### src/rtl/stream_packet_arbiter.sv
// stream_packet_arbiter: packet-aware round-robin merge of NUM_IN byte streams onto one registered output.
module stream_packet_arbiter #(
  parameter int NUM_IN     = 4,
  parameter int DATA_BYTES = 8,
  parameter int CNT_W      = $clog2(DATA_BYTES),
  parameter int SRC_W      = (NUM_IN > 1) ? $clog2(NUM_IN) : 1
) (
  input  logic                           clk,
  input  logic                           rst_n,
  input  logic [NUM_IN-1:0]              en_mask,
  input  logic [NUM_IN*DATA_BYTES*8-1:0] in_data,
  input  logic [NUM_IN*CNT_W-1:0]        in_cnt,
  input  logic [NUM_IN-1:0]              in_last,
  input  logic [NUM_IN-1:0]              in_valid,
  output logic [NUM_IN-1:0]              in_ready,
  output logic [DATA_BYTES*8-1:0]        out_data,
  output logic [CNT_W-1:0]               out_cnt,
  output logic                           out_last,
  output logic [SRC_W-1:0]               out_src,
  output logic                           out_valid,
  input  logic                           out_ready
);
  localparam logic [0:0] IDLE = 1'b0;
  localparam logic [0:0] BUSY = 1'b1;
  logic [0:0]        r_state;
  logic [SRC_W-1:0]  r_grant;
  logic [SRC_W-1:0]  r_rr;
  logic [SRC_W-1:0]  w_win;
  logic [SRC_W-1:0]  w_next;
  logic [NUM_IN-1:0] w_cand;
  logic              w_free;
  logic              w_xfer;
  assign w_cand   = in_valid & en_mask;
  assign w_free   = !out_valid || out_ready;
  assign w_xfer   = (r_state == BUSY) && w_free && in_valid[r_grant];
  assign in_ready = (r_state == BUSY && w_free) ? NUM_IN'(1) << r_grant : '0;
  assign w_next   = (int'(r_grant) == NUM_IN - 1) ? '0 : r_grant + 1'b1;
  // Scan from the farthest offset down so the candidate nearest r_rr wins.
  always_comb begin
    w_win = r_rr;
    for (int k = NUM_IN - 1; k >= 0; k--)
      if (w_cand[(int'(r_rr) + k) % NUM_IN]) w_win = SRC_W'((int'(r_rr) + k) % NUM_IN);
  end
  always_ff @(posedge clk) begin
    if (!rst_n) begin
      r_state   <= IDLE;
      r_grant   <= '0;
      r_rr      <= '0;
      out_valid <= 1'b0;
      out_data  <= '0;
      out_cnt   <= '0;
      out_last  <= 1'b0;
      out_src   <= '0;
    end else begin
      if (r_state == IDLE && |w_cand) begin
        r_grant <= w_win;
        r_state <= BUSY;
      end
      if (w_xfer) begin
        out_data  <= in_data[int'(r_grant)*DATA_BYTES*8 +: DATA_BYTES*8];
        out_cnt   <= in_cnt[int'(r_grant)*CNT_W +: CNT_W];
        out_last  <= in_last[r_grant];
        out_src   <= r_grant;
        out_valid <= 1'b1;
        if (in_last[r_grant]) begin
          r_state <= IDLE;
          r_rr    <= w_next;
        end
      end else if (out_ready) begin
        out_valid <= 1'b0;
      end
    end
  end
endmodule

### config.mk
export PLATFORM = sky130hd
export DESIGN_NAME = stream_packet_arbiter
export DESIGN_NICKNAME = d
export VERILOG_FILES = /design/src/rtl/stream_packet_arbiter.sv
export SDC_FILE = /design/constraint.sdc
export NUM_CORES = 1
export LEC_CHECK = 0
export CELL_PAD_IN_SITES_DETAIL_PLACEMENT = 2
export CELL_PAD_IN_SITES_GLOBAL_PLACEMENT = 2
export CORE_MARGIN = 2
export CORE_UTILIZATION = 16
export DETAILED_ROUTE_END_ITERATION = 12
export PLACE_DENSITY = 0.81
export SETUP_SLACK_MARGIN = 0.3
export SLEW_MARGIN = 20
export SYNTH_ARGS = -nofsm -noshare
export SYNTH_HDL_FRONTEND = slang
export SYNTH_SLANG_ARGS = --single-unit
### constraint.sdc
create_clock -name clk -period 1.8 [get_ports clk]
set_input_delay 0.27 -clock clk [delete_from_list [all_inputs] [get_ports clk]]
set_output_delay 0.27 -clock clk [all_outputs]
set_load 0.1 [all_outputs]
# After elaboration in Yosys (flattened, before gate mapping)
# Cells that the tools add are included.
# word_totals
register_bits	76
in_bits	283
elab_cells	64
# op_classes
add_sub_neg	4
multipliers	1
order_cmp	5
eq_ne	1
n_shift	3
n_mux	26
n_bitwise	5
n_reduce_logical	11
# ops
cell	count
$shiftx 256x9->64	1
$mux 1	14
$bmux 1 s2	6
$lt 3x4->1 const B	3
$shiftx 12x5->3	1
$mux 2	5
$lt 2x3->1 const B	2
$reduce_or 2->1	3
$add 2x1->2 const B	2
$add 2x2->2 const B	2
$and 4x4->4	1
$mul 2x2->4 const B	1
$mux 4	1
$reduce_or 4->1	1
$shl 1x2->4 const A	1
$and 1x1->1 const A	3
$logic_and 1x1->1	3
$eq 2x1->1 const B	1
$reduce_and 2->1	1
$reduce_bool 2->1	1
$logic_not 1->1	1
$logic_or 1x1->1	1
$not 1->1	1

# Depth between registers and ports, before layout
# Gate-level depths: netlist (run 1).
# logic_depth
word_depth	10
ltp_mapped	8
depth_no_buf	4

# Worst setup path before layout (run 1)
# No wires, ideal clock.
# synth_timing
path_kind	reg-to-output
startpoint	register out_valid
endpoint	output in_ready[0]
t_arrival_ns	1.850
required_time_ns	1.530
slack_ns	-0.320
stages_incl_launch_ff	4
cell_sequence	dfxtp_1 > nand2b_1 > clkbuf_1 > and3_1
# synth_between
elab_chain_cells	4
# synth_lines
element	line	rtl
start: declaration	20	output logic out_valid,
start signal: assignment	49	out_valid <= 1'b0;
start signal: assignment	64	out_valid <= 1'b1;
start signal: assignment	70	out_valid <= 1'b0;
$logic_not 1->1	34	assign w_free = !out_valid || out_ready;
$logic_or 1x1->1	34	
$logic_and 1x1->1	36	assign in_ready = (r_state == BUSY && w_free) ? NUM_IN'(1) << r_grant : '0;
$mux 4	36	
end: declaration	15	output logic [NUM_IN-1:0] in_ready,
# Every way passes these cells.

# Final worst setup path (run 1)
# layout_timing
startpoint	register r_grant[1]
endpoint	register out_data[62]
# layout_between
elab_chain_cells	3
# layout_lines
element	line	rtl
start: declaration	26	logic [SRC_W-1:0] r_grant;
start signal: assignment	56	r_grant <= w_win;
parallel branches: the longest is 3 deep, another holds $shiftx 256x9->64	n/a	
end signal: assignment	60	out_data <= in_data[int'(r_grant)*DATA_BYTES*8 +: DATA_BYTES*8];
end: declaration	16	output logic [DATA_BYTES*8-1:0] out_data,
# Parallel ways; which one is timed is not known. The select of a mux whose other input is x is not followed.
# A chain may end at the register's enable or synchronous reset.

==> results.sh, run 1 <==
export IMPL_outcome="finished clean"
export IMPL_fin_nets=1107
export IMPL_antenna_left=0
export IMPL_ys_warn_count=0
export IMPL_utilization=0.342
export IMPL_die_width_um=175
export IMPL_yosysTopAreaCellShare=0.339
export IMPL_fillers=3057
export IMPL_crit_fanout=8
export IMPL_multi_input_area_mm2=0.00319
export IMPL_cp_end_kind="register"
export IMPL_r2r_slack_ns=0.12
export IMPL_grt_start_max_net_pins=41
export IMPL_cts_htree_levels=3
export IMPL_antenna_found_initial=1
export IMPL_hold_class="in -> reg"
export IMPL_path_delay_family="multiplexers"
export IMPL_synth_area_mm2=0.00466
export IMPL_place_gp_congestion=0.764
export IMPL_maxCapViolCount=0
export IMPL_grtUsageMet1=0.181
export IMPL_critPathMaxStageDelay_ns=0.55
export IMPL_core_area_mm2=0.0287
export IMPL_drtIter0Drc=145
export IMPL_grt_usage=0.161
export IMPL_setup_viol=0
export IMPL_path_buf_inv=2
export IMPL_max_freq_ghz=0.596
export IMPL_synth_distinct_cells=27
export IMPL_synth_edff_count=0
export IMPL_drt_total_wl_um=25400
export IMPL_synth_seq_area_share=0.327
export IMPL_antenna_cells=0
export IMPL_holdPathEnd="out_data[16]"
export IMPL_fin_crit_ns=1.68
export IMPL_rr_startpoint="r_grant[1]"
export IMPL_io_pins=358
export IMPL_async_flop_share=0
export IMPL_grt_use_met3=0.0276
export IMPL_hpwl_um=19800
export IMPL_hold_violations=0
export IMPL_crit_path_cell_trace="mux4_2, nand3_4, buf_12, clkbuf_16, nand2_1, a21boi_1"
export IMPL_synthTopCellsByArea="mux4_2, dfxtp_1, nand2_1, a21boi_0, buf_2"
export IMPL_synth_area_leader_cell="mux4_2"
export IMPL_ys_ff_latch=76
export IMPL_clk_pin_slew_ns=0.06
export IMPL_slew_limit_headroom=0.746
export IMPL_busiest_layer="met2"
export IMPL_crit_arrival_ns=1.95
export IMPL_numPortBuffers=357
export IMPL_slew_viol_final=0
export IMPL_worstSetupPathType="reg -> reg"
export IMPL_fp_dieH_um=175
export IMPL_vias=5108
export IMPL_initial_core_util=0.162
export IMPL_power_total_w=0.00691
export IMPL_skew_ns=0.00711
export IMPL_clock_sinks=76
export IMPL_syn_num_nets=729
export IMPL_insertion_delay_ns=0.34
export IMPL_hold_depth=2
export IMPL_vias_per_cell=4.22
export IMPL_required_ns=2.07
export IMPL_grt_pass1_vias=5849
export IMPL_syn_inst=442
export IMPL_rsz0062_at_grt="yes"
export IMPL_syn2layout_area_growth_pct=111
export IMPL_wl_per_cell_um=21.0
export IMPL_ys_flop_type="dfxtp_1"
export IMPL_clockBufferDepth=2
export IMPL_critical_path_slowest_cell="mux4_2"
export IMPL_overflow=0
export IMPL_powerDensity_mw_per_mm2=704
export IMPL_rows=62
export IMPL_p_leak_nw=3.57
export IMPL_holdCritStartpoint="rst_n"
export IMPL_drtPass1Iterations=4
export IMPL_die_area_mm2=0.0305
export IMPL_r2r_cells=6
export IMPL_postSynthAreaPerCell_um2=10.5
export IMPL_grt_util_met2=0.309
export IMPL_whs_ns=0.270
export IMPL_ir_drop_mv=0.362
export IMPL_ff_latch_area_mm2=0.00153
export IMPL_grt_pass1_wl_um=36600
export IMPL_cts_buffers=9
export IMPL_cts_tree="done"
export IMPL_cp_start_kind="register"
export IMPL_final_setup_tns_ns=0
export IMPL_worst_r2r_endpoint="out_data[62]"
export IMPL_drive_gt1_frac=0.332
export IMPL_drc=0
export IMPL_root_buffer="clkbuf_16"
export IMPL_post_route_period_util=0.932
export IMPL_tightest_slew_ns=0.380
-- metrics by stage --
stage	instances	area, um2	worst slack [ns]
floorplan	442	4720	0.102
global placement	1173	8900	-0.153
detailed placement	1173	8900	-0.226
finish	1209	9810	0.122
global route	1209	9810	0.0476
CTS	1205	9530	0.101
-- cells in the mapped netlist, drive strengths merged, types with 2 or more instances --
library cell,count
nand2,150
dfxtp,76
a21boi,73
mux4,70
buf,24
clkbuf,17
and3,5
ha,4
inv,3
mux2i,3
nand3,3
a21o,2
o21ai,2
-- state kept, by name, indices dropped and copies added, names as in the netlist --
register and cells:
out_data 64, r_grant 2, r_state 1, r_rr 2, out_valid 1, out_cnt 3
out_last 1, out_src 2
-- repair_timing --
item | 4_1_cts | 5_1_grt
gates resized for setup | 34 | 77
setup endpoints to repair | 77 | 78
buffers inserted | 13 | 1
cloned | 3 | 3
pin swaps | 4 | 55
hold buffers | 0 | 0
-- final cells by class --
type                    instances  area share
flip-flops and latches         76       0.156
inverters                       3     0.00293
repair buffers                408       0.435
clock inverters                 4     0.00485
multi-input cells             322       0.326
well taps                     384      0.0490
clock buffers                  12      0.0261
-- routing by layer --
metal / vias up / share of wire
met3: 22 / 0.036
li1: 2367 / -
met2: 126 / 0.57
met5: - / 0
met4: 0 / 0.018
met1: 2593 / 0.38
-- where the power goes --
group | switching, W | internal [W]
sequential | 0.000109 | 0.00181
clock | 0.000749 | 0.00115
combinational | 0.00166 | 0.00143
-- worst max path at each step --
stage                           start           end  slack (ns)  depth (start not counted)
after floorplan            r_grant[1]    out_cnt[0]        0.10                          8
after global placement    in_valid[1]  out_data[35]       -0.15                          6
after detailed placement  in_valid[3]  out_data[28]       -0.23                          6
after CTS                  r_grant[1]  out_data[54]        0.10                          6
after global routing       r_grant[1]  out_data[46]        0.05                          6
final                      r_grant[1]  out_data[62]        0.12                          6
-- cell usage in the layout (no fill, tap or decap), types with 2 or more instances in the layout --
cell / instances
buf_4: 82
o21ai_0: 2
buf_16: 3
buf_6: 11
a21boi_0: 25
a21boi_2: 13
nand2_2: 20
and3_4: 5
nand3_1: 2
mux4_2: 70
clkinv_2: 2
ha_4: 4
clkbuf_8: 2
dfxtp_1: 72
buf_12: 26
nand2_4: 9
mux2i_1: 3
clkbuf_16: 12
clkdlybuf4s50_1: 279
a21boi_1: 35
nand2_1: 120
dfxtp_4: 3
a21o_1: 2
-- kinds of logic (layout without fill, tap and decap cells) --
| logic type | after synthesis | in the layout | share of synthesized area |
|---|---|---|---|
| buffers and inverters | 44 | 427 | 0.0457 |
| AOI/OAI and AO/OA | 82 | 82 | 0.132 |
| muxes | 74 | 74 | 0.347 |
| DFF | 76 | 76 | 0.327 |
| and+or+nand+nor | 162 | 162 | 0.137 |
| adders and majority gates | 4 | 4 | 0.0107 |
Note: power is estimated with default switching activity, not from simulation.
==> inputs of run 2 (changes only) <==
==> constraint.sdc (replaced) <==
create_clock -name clk -period 1.8 [get_ports clk]
set_input_delay 0.54 -clock clk [delete_from_list [all_inputs] [get_ports clk]]
set_output_delay 0.54 -clock clk [all_outputs]
set_load 0.1 [all_outputs]
==> results.sh, run 2 (same netlist as run 1, synthesis figures left out) <==
export IMPL_worst_r2r_endpoint="out_data[28]"
export IMPL_post_route_period_util=1.03
export IMPL_power_frac_seq=0.259
export IMPL_setup_viol=39
export IMPL_slew_viol_final=0
export IMPL_numPortBuffers=357
export IMPL_power_total_w=0.00770
export IMPL_overflow=0
export IMPL_grt_util_met2=0.331
export IMPL_wl_per_cell_um=22.1
export IMPL_vias=5341
export IMPL_hold_depth=2
export IMPL_rsz0062_at_grt="yes"
export IMPL_final_cell_mix="clkdlybuf4s50_1, buf_12, mux4_2, nand2_4, nand2_1"
export IMPL_place_gp_congestion=0.765
export IMPL_finalWorstSetupSlack_ns=-0.0479
export IMPL_crit_path_cell_trace="ha_2, and3_4, buf_12"
export IMPL_antenna_found_initial=2
export IMPL_syn2layout_area_growth_pct=151
export IMPL_hold_class="reg -> reg"
export IMPL_worstSetupPathType="reg -> out"
export IMPL_busiest_layer="met2"
export IMPL_critical_path_slowest_cell="dfxtp_4"
export IMPL_reg_largest_list="out_data x64, out_cnt x3"
export IMPL_grtUsageMet1=0.186
export IMPL_cp_start_kind="register"
export IMPL_cts_buffers=9
export IMPL_critPathMaxStageDelay_ns=0.40
export IMPL_holdPathEnd="out_data[17]"
export IMPL_largest_reg_flops=64
export IMPL_clk_pin_slew_ns=0.06
export IMPL_die_area_mm2=0.0305
export IMPL_clock_sinks=76
export IMPL_cts_htree_levels=3
export IMPL_holdCritStartpoint="out_data[17]"
export IMPL_hpwl_um=19200
export IMPL_utilization=0.407
export IMPL_drive_gt1_frac=0.522
export IMPL_die_width_um=175
export IMPL_pwr_share_comb=0.509
export IMPL_power_net_switching_w=0.00282
export IMPL_drtIter0Drc=113
export IMPL_slew_limit_headroom=0.752
export IMPL_final_common_cell="clkdlybuf4s50_1"
export IMPL_grt_pass1_wl_um=38800
export IMPL_ir_drop_mv=0.395
export IMPL_crit_arrival_ns=1.31
export IMPL_grt_usage=0.172
export IMPL_clockBufferDepth=2
export IMPL_rows=62
export IMPL_maxCapViolCount=0
export IMPL_p_int_w=0.00488
export IMPL_netSwitchingFraction=0.366
export IMPL_crit_fanout=6
export IMPL_fin_nets=1134
export IMPL_tightest_slew_ns=0.372
export IMPL_insertion_delay_ns=0.34
export IMPL_drtPass1Iterations=4
export IMPL_core_area_mm2=0.0287
export IMPL_grt_use_met3=0.0448
export IMPL_max_freq_ghz=0.541
export IMPL_drt_total_wl_um=27300
export IMPL_required_ns=1.26
export IMPL_vias_per_cell=4.32
export IMPL_drc=0
export IMPL_cp_end_kind="primary output"
export IMPL_powerDensity_mw_per_mm2=659
export IMPL_pwr_share_clk=0.232
export IMPL_fin_crit_ns=1.85
export IMPL_root_buffer="clkbuf_16"
export IMPL_io_pins=358
export IMPL_holdBufCountCts=0
export IMPL_fp_dieH_um=175
export IMPL_grt_pass1_vias=6246
export IMPL_outcome="finished with violations"
export IMPL_rr_startpoint="r_grant[1]"
export IMPL_skew_ns=0.00716
export IMPL_cts_tree="done"
export IMPL_r2r_slack_ns=-0.03
export IMPL_regMostFlops="out_data"
export IMPL_antenna_left=0
export IMPL_hold_violations=0
export IMPL_violations="setup timing"
export IMPL_p_leak_nw=4.40
export IMPL_initial_core_util=0.162
export IMPL_grt_start_max_net_pins=41
export IMPL_r2r_cells=8
run 2: layer usage:
layer | routed length [um] | up-vias
li1 | - | 2430
met1 | 10300 | 2670
met2 | 14900 | 217
met3 | 1640 | 24
met4 | 482 | 0
met5 | 0 | -
run 2: cell type report:
class	instances	area (um2)
inverters	3	13.8
repair buffers	435	5650
multi-input cells	322	3680
well taps	384	480
fillers	2933	17000
diodes	1	2.50
clock inverters	5	53.8
clock buffers	9	225
flip-flops and latches	76	1590
run 2: how the worst max path moves through the flow:
stage | endpoint | slack, ns | cells past startpoint | from
finish | in_ready[3] | -0.05 | 3 | r_grant[0]
CTS | in_ready[3] | -0.06 | 3 | r_grant[1]
detailed placement | out_data[16] | -0.50 | 6 | in_valid[2]
global route | in_ready[3] | -0.10 | 3 | r_grant[0]
floorplan | out_cnt[0] | 0.04 | 7 | in_valid[3]
global placement | out_data[39] | -0.38 | 6 | in_valid[3]
run 2: worst max-delay path: cells and delay by family, from the launching register on:
family,cells,cell delay [ns]
fa+ha+maj,1,0.20
flops,1,0.40
buf+inv,1,0.17
simple gates,1,0.19
run 2: power groups by stage:
stage | clock network, W | logic [W] | registers [W]
after floorplan | 0 | 0.000824 | 0.00275
after global placement | 0 | 0.00301 | 0.00199
after detailed placement | 0 | 0.00306 | 0.00200
after CTS | 0.00188 | 0.00370 | 0.00197
after global routing | 0.00197 | 0.00410 | 0.00201
final | 0.00179 | 0.00392 | 0.00199
run 2: timing repair:
action | in CTS | in global routing
pin swaps | 62 | 64
setup endpoints to repair | 84 | 106
cloned | 19 | 5
setup buffers | 23 | 2
resized for setup | 183 | 162
run 2: metrics by stage:
| step | instances | hold slack [ns] | TNS (ns) | setup WS, ns | instance area [um2] |
|---|---|---|---|---|---|
| floorplan | 442 | 0.467 | 0 | 0.0430 | 4740 |
| global placement | 1171 | 0.478 | -27.62 | -0.381 | 9620 |
| detailed placement | 1171 | 0.485 | -33.57 | -0.505 | 9620 |
| CTS | 1227 | 0.481 | -0.290 | -0.0594 | 11000 |
| global route | 1234 | 0.487 | -2.63 | -0.102 | 11700 |
| finish | 1235 | 0.469 | -0.602 | -0.0479 | 11700 |
